<file path="src/rtl/systolic_feeder_pkg.sv">
// Shared constants and state encoding for the systolic-array operand feeder.
// Latency: n/a (declarations only).
// Backpressure: n/a (declarations only).
package systolic_feeder_pkg;

    localparam int DATA_WIDTH = 16;
    localparam int LANES      = 8;
    localparam int WORD_WIDTH = DATA_WIDTH * LANES;

    // 1 read latency + 1 capture register + 7 skew stages on the deepest lane.
    localparam int FEED_DRAIN = 9;

    typedef enum logic [1:0] {
        ST_IDLE  = 2'd0,
        ST_FETCH = 2'd1,
        ST_DRAIN = 2'd2,
        ST_DONE  = 2'd3
    } feed_state_e;

endpackage

</file>
<file path="src/rtl/systolic_feeder_skew_line.sv">
// Per-lane delay line used to diagonally skew operand lanes.
// Latency: DEPTH cycles (DEPTH=0 is a wire).
// Backpressure: none; free-running shift register.
module skew_line #(
    parameter int DEPTH = 1,
    parameter int WIDTH = 16
) (
    input  logic             clk_i,
    input  logic             rst_ni,
    input  logic [WIDTH-1:0] d_i,
    output logic [WIDTH-1:0] q_o
);

    if (DEPTH == 0) begin : g_pass
        assign q_o = d_i;
    end else begin : g_sr
        logic [WIDTH-1:0] sr_q [DEPTH];

        // Shift one stage per cycle; reset flushes any in-flight beats.
        always_ff @(posedge clk_i or negedge rst_ni) begin
            if (!rst_ni) begin
                for (int i = 0; i < DEPTH; i++) sr_q[i] <= '0;
            end else begin
                sr_q[0] <= d_i;
                for (int i = 1; i < DEPTH; i++) sr_q[i] <= sr_q[i-1];
            end
        end

        assign q_o = sr_q[DEPTH-1];
    end

endmodule

</file>
<file path="src/rtl/systolic_feeder.sv">
// Reads one K-long tile from the A/B buffers and emits lane-skewed words plus clear/we.
// Latency: start at S, lane i of beat k at S+3+k+i, done_o at S+K+10 (S+1 when K=0).
// Backpressure: none; consumer must accept every beat, start_i ignored unless idle.
module systolic_feeder
    import systolic_feeder_pkg::*;
#(
    parameter int AW = 9,
    parameter int KW = 9
) (
    input  logic                  clk_i,
    input  logic                  rst_ni,
    input  logic                  start_i,
    input  logic [KW-1:0]         k_i,
    input  logic [AW-1:0]         a_base_i,
    input  logic [AW-1:0]         b_base_i,
    output logic                  busy_o,
    output logic                  done_o,
    output logic                  a_en_o,
    output logic                  b_en_o,
    output logic [AW-1:0]         a_addr_o,
    output logic [AW-1:0]         b_addr_o,
    input  logic [WORD_WIDTH-1:0] a_word_i,
    input  logic [WORD_WIDTH-1:0] b_word_i,
    output logic [WORD_WIDTH-1:0] srca_word_o,
    output logic [WORD_WIDTH-1:0] srcb_word_o,
    output logic                  clear_o,
    output logic                  we_o
);

    feed_state_e           state_q, state_d;
    logic [KW-1:0]         k_q;
    logic [KW-1:0]         cnt_q;
    logic [AW-1:0]         a_base_q, b_base_q;
    logic [3:0]            drain_q;
    logic                  rd_en;
    logic                  issue_last;
    logic                  rd_vld_q, rd_first_q, rd_last_q;
    logic                  cap_first_q, cap_last_q;
    logic [WORD_WIDTH-1:0] cap_a_q, cap_b_q;

    assign issue_last = (cnt_q == k_q - KW'(1));

    // State register.
    always_ff @(posedge clk_i or negedge rst_ni) begin
        if (!rst_ni) state_q <= ST_IDLE;
        else         state_q <= state_d;
    end

    // Next-state: a zero-length tile skips straight to DONE without touching the buffers.
    always_comb begin
        state_d = state_q;
        unique case (state_q)
            ST_IDLE:  if (start_i) state_d = (k_i == '0) ? ST_DONE : ST_FETCH;
            ST_FETCH: if (issue_last) state_d = ST_DRAIN;
            ST_DRAIN: if (drain_q == 4'd0) state_d = ST_DONE;
            ST_DONE:  state_d = ST_IDLE;
            default:  state_d = ST_IDLE;
        endcase
    end

    // Outputs decoded from state; addresses are forced to 0 while not reading.
    always_comb begin
        busy_o   = (state_q != ST_IDLE);
        done_o   = (state_q == ST_DONE);
        rd_en    = (state_q == ST_FETCH);
        a_en_o   = rd_en;
        b_en_o   = rd_en;
        a_addr_o = rd_en ? a_base_q + AW'(cnt_q) : '0;
        b_addr_o = rd_en ? b_base_q + AW'(cnt_q) : '0;
    end

    // Tile parameters are latched at start so the inputs may change during the tile.
    always_ff @(posedge clk_i or negedge rst_ni) begin
        if (!rst_ni) begin
            k_q      <= '0;
            a_base_q <= '0;
            b_base_q <= '0;
            cnt_q    <= '0;
            drain_q  <= '0;
        end else begin
            unique case (state_q)
                ST_IDLE: if (start_i) begin
                    k_q      <= k_i;
                    a_base_q <= a_base_i;
                    b_base_q <= b_base_i;
                    cnt_q    <= '0;
                end
                ST_FETCH: begin
                    cnt_q <= cnt_q + KW'(1);
                    if (issue_last) drain_q <= 4'(FEED_DRAIN - 1);
                end
                ST_DRAIN: drain_q <= drain_q - 4'd1;
                default: ;
            endcase
        end
    end

    // Tag each issued read so first/last line up with the data returning a cycle later.
    always_ff @(posedge clk_i or negedge rst_ni) begin
        if (!rst_ni) begin
            rd_vld_q   <= 1'b0;
            rd_first_q <= 1'b0;
            rd_last_q  <= 1'b0;
        end else begin
            rd_vld_q   <= rd_en;
            rd_first_q <= rd_en && (cnt_q == '0);
            rd_last_q  <= rd_en && issue_last;
        end
    end

    // Capture returned words; bubbles become zeros so downstream accumulation is unaffected.
    always_ff @(posedge clk_i or negedge rst_ni) begin
        if (!rst_ni) begin
            cap_a_q     <= '0;
            cap_b_q     <= '0;
            cap_first_q <= 1'b0;
            cap_last_q  <= 1'b0;
        end else begin
            cap_a_q     <= rd_vld_q ? a_word_i : '0;
            cap_b_q     <= rd_vld_q ? b_word_i : '0;
            cap_first_q <= rd_first_q;
            cap_last_q  <= rd_last_q;
        end
    end

    // clear/we travel with lane 0, which has no extra skew.
    assign clear_o = cap_first_q;
    assign we_o    = cap_last_q;

    assign srca_word_o[DATA_WIDTH-1:0] = cap_a_q[DATA_WIDTH-1:0];
    assign srcb_word_o[DATA_WIDTH-1:0] = cap_b_q[DATA_WIDTH-1:0];

    for (genvar i = 1; i < LANES; i++) begin : g_lane
        skew_line #(.DEPTH(i), .WIDTH(DATA_WIDTH)) u_skew_a (
            .clk_i  (clk_i),
            .rst_ni (rst_ni),
            .d_i    (cap_a_q[i*DATA_WIDTH +: DATA_WIDTH]),
            .q_o    (srca_word_o[i*DATA_WIDTH +: DATA_WIDTH])
        );
        skew_line #(.DEPTH(i), .WIDTH(DATA_WIDTH)) u_skew_b (
            .clk_i  (clk_i),
            .rst_ni (rst_ni),
            .d_i    (cap_b_q[i*DATA_WIDTH +: DATA_WIDTH]),
            .q_o    (srcb_word_o[i*DATA_WIDTH +: DATA_WIDTH])
        );
    end

endmodule

</file>
<file path="config.mk">
export PLATFORM = sky130hd
export DESIGN_NAME = systolic_feeder
export DESIGN_NICKNAME = d
export VERILOG_FILES = /design/src/rtl/systolic_feeder_pkg.sv /design/src/rtl/systolic_feeder_skew_line.sv /design/src/rtl/systolic_feeder.sv
export SDC_FILE = /design/constraint.sdc
export NUM_CORES = 1
export LEC_CHECK = 0
export BUFFER_PORTS_ARGS = -buffer_cell sky130_fd_sc_hd__buf_2
export CORE_MARGIN = 2
export CORE_UTILIZATION = 54
export DETAILED_ROUTE_END_ITERATION = 8
export PLACE_DENSITY = 0.77
export SLEW_MARGIN = 40
export SYNTH_ARGS = -nofsm -noshare
export SYNTH_HDL_FRONTEND = slang
export SYNTH_SLANG_ARGS = --single-unit
</file>
<file path="constraint.sdc">
create_clock -name clk_i -period 3.5 [get_ports clk_i]
set_input_delay 0.35 -clock clk_i [delete_from_list [all_inputs] [get_ports clk_i]]
set_output_delay 0.35 -clock clk_i [all_outputs]
set_load 0.01 [all_outputs]
</file>
==> metrics.cfg <==
[outcome]
status = completed

[routing]
drtIter0Drc = 1197
drc_errors = 0
ant_nets = 0
drt_wl_total_um = 77500
drtPass1Iterations = 6
wl_per_cell_um = 21.1
viasPerCell = 4.73
vias = 17300

[floorplanning]
initial_core_util_pct = 54.8
die_h_um = 260
core_area_um2 = 64600
num_rows = 93
io_pins = 566
dieWidth_um = 260
die_area_um2 = 67600

[timing]
finalSetupViolCount = 0
max_freq_ghz = 0.295
post-route-period-util_pct = 96.8
fin_skew_ns = 0.0572
tightest_slew_ns = 0.670
slew_viol_final = 0
slew_headroom_pct = 55.3
fin_crit_ns = 3.39
finalHoldViolCount = 0

[yosys]
async_reset_ff_share_pct = 100
synth_warnings = 0
yosys.area.top_type = dfrtp_1
synth_edf_count = 0
yosysSeqAreaShare_pct = 84.8
synthTopCellsByArea = dfrtp_1, buf_4, and2_1
syn_nets = 2289
synth-seq-cells = 1199
synth.top_cell.area_share_pct = 84.8
netlist_area_um2 = 35400
synthDistinctLibCells = 58
synth_ff_type = dfrtp_1
postSynthCellCount = 1976
synth.avg_cell_area_um2 = 17.9

[critical_path]
arrival_ns = 3.04
critPathCaptureType = output pin
r2r-end = drain_q[2]$_DFFE_PN0P_
crit_type = reg -> out
reg2reg_depth = 7
crit_fanout = 4
cp.required_ns = 3.15
r2r_start = k_q[0]$_DFFE_PN0P_
cp-start-kind = flip-flop
r2r_setup_slack_ns = 0.99

[pwr]
p_leak_uw = 0.0237
power.density_nw_per_um2 = 805
max-vdd-ir-drop_mv = 0.472

[clock_network]
root_buffer = clkbuf_16
clockBufferDepth = 3
htreeDepth = 3
cts_num_sinks = 1199
clock_latency_ns = 0.67
cts.clk_slew.worst_paths_ns = 0.06
cts_tree = built
numCtsBuffers = 110

[global_route]
grt-ovfl-total = 0
antenna_found_initial = 11
grt_max_degree = 158
track_usage_pct = 23.7
grt_pass1_wl_um = 120000
grt_pass1_vias = 20200

[placement]
dpl_cell_area_um2 = 37900
portBuffers = 565
routabilityCongestion = 0.846
hpwl_um = 42600

[final_layout]
post-route-cell-area_um2 = 44600
drive_gt1_share_pct = 29.8
layout_common_cells = dfrtp_1, buf_2, dlygate4sd3_1, and2_1, clkbuf_16
area_delta_synth_final_pct = 26.2
nets = 3027
final_util_pct = 69.1
mostFrequentLayoutCell = dfrtp_1

[hold_path]
hold_class = in -> reg
hold_depth = 2
worstHoldEndpoint = cap_a_q[77]$_DFF_PN0_
min_from = a_word_i[77]

[job]
max_cap_viol_count = 0

[through the flow]
step | hold WS, ns | total power, uW | instances | setup WS (ns) | TNS, ns
final | 0.0225 | 35900 | 3666 | 0.110 | 0
after CTS | 0.00662 | 36000 | 3658 | 0.00854 | 0
after floorplan | 0.0544 | 21500 | 1976 | 0.865 | 0
after global routing | 0.00554 | 37600 | 3664 | -0.0323 | -0.0323
after detailed placement | 0.333 | 23200 | 3174 | 0.344 | 0
after global placement | 0.331 | 22700 | 3173 | 0.566 | 0
[layer usage]
layer / GRT usage (%) / wire, um / up-vias
met5: 0 / 60 / -
li1: - / - / 7472
met2: 43.2 / 42700 / 598
met4: 9.34 / 2790 / 8
met1: 27.0 / 27400 / 9080
met3: 5.46 / 4570 / 182
[sequential cells by signal (all words and copies together), names as in the netlist, 2 cells and up]
signal                     count
g_lane.u_skew_a.g_sr.sr_q    336
g_lane.u_skew_b.g_sr.sr_q    336
cap_a_q                      128
cap_b_q                      128
g_lane.u_skew_a.q_o          112
g_lane.u_skew_b.q_o          112
a_base_q                       9
b_base_q                       9
cnt_q                          9
k_q                            9
drain_q                        4
state_q                        2
[cell usage after synthesis (3+ instances only)]
cell type  count
buf_1          3
mux2_2        28
inv_1         17
nor3_1         5
a21o_1         4
ha_1          25
nand3_1        3
or3_1          6
nor2b_1        8
o21bai_1       4
and2_1       261
xnor2_1       10
o21ai_0       12
nand2_1       14
nand2b_1       3
buf_4        226
dfrtp_1     1199
clkbuf_1      34
a21oi_1       15
nor2_1        33
a2111oi_0      3
xor2_1        14
nand4_1        7
[critical path, cell delays in order, from the launching register on]
cell	delay, ns
dfrtp_2	0.44
ha_1	0.24
fa_1	0.41
a21o_1	0.19
a21oi_2	0.17
o21bai_2	0.11
a2111oi_4	0.43
o21ai_1	0.12
a21oi_1	0.13
buf_2	0.14
[worst max path at each step]
stage	slack, ns	startpoint	depth (start not counted)	end
final	0.11	cnt_q[0]$_DFFE_PN0P_	9	b_addr_o[8]
after global routing	-0.03	cnt_q[0]$_DFFE_PN0P_	9	b_addr_o[8]
after CTS	0.009	cnt_q[0]$_DFFE_PN0P_	9	a_addr_o[8]
after detailed placement	0.34	cnt_q[0]$_DFFE_PN0P_	9	b_addr_o[8]
after global placement	0.57	cnt_q[0]$_DFFE_PN0P_	9	a_addr_o[8]
after floorplan	0.86	cnt_q[0]$_DFFE_PN0P_	8	a_addr_o[8]
[cell type report]
type	count	area (um2)
clock buffers	154	3150
fillers	3824	20000
well taps	855	1070
clock inverters	48	651
inverters	17	63.8
repair buffers	891	6160
multi-input cells	495	3490
diodes	7	17.5
flip-flops and latches	1199	30000
[cell families after synthesis]
logic type               share of synthesized area, %
buffers and inverters                            5.42
XOR/XNOR                                        0.594
adder cells (fa/ha/maj)                         0.998
AND/OR/NAND/NOR                                  5.95
AO/OA/AOI/OAI                                    1.28
multiplexers                                    0.920
flip-flops                                       84.8
[power breakdown]
| part | switching (uW) | internal [uW] |
|---|---|---|
| logic | 2820 | 2030 |
| registers | 1390 | 17300 |
| clock network | 5240 | 7140 |
[what timing repair did]
item	CTS	global route
buffers inserted	1	1
gates resized for setup	11	4
endpoints found under the setup margin	3	3
hold endpoints to repair	325	0
pin swaps	1	6
hold buffers	281	0
No activity file was read; power rests on OpenSTA's default activity.
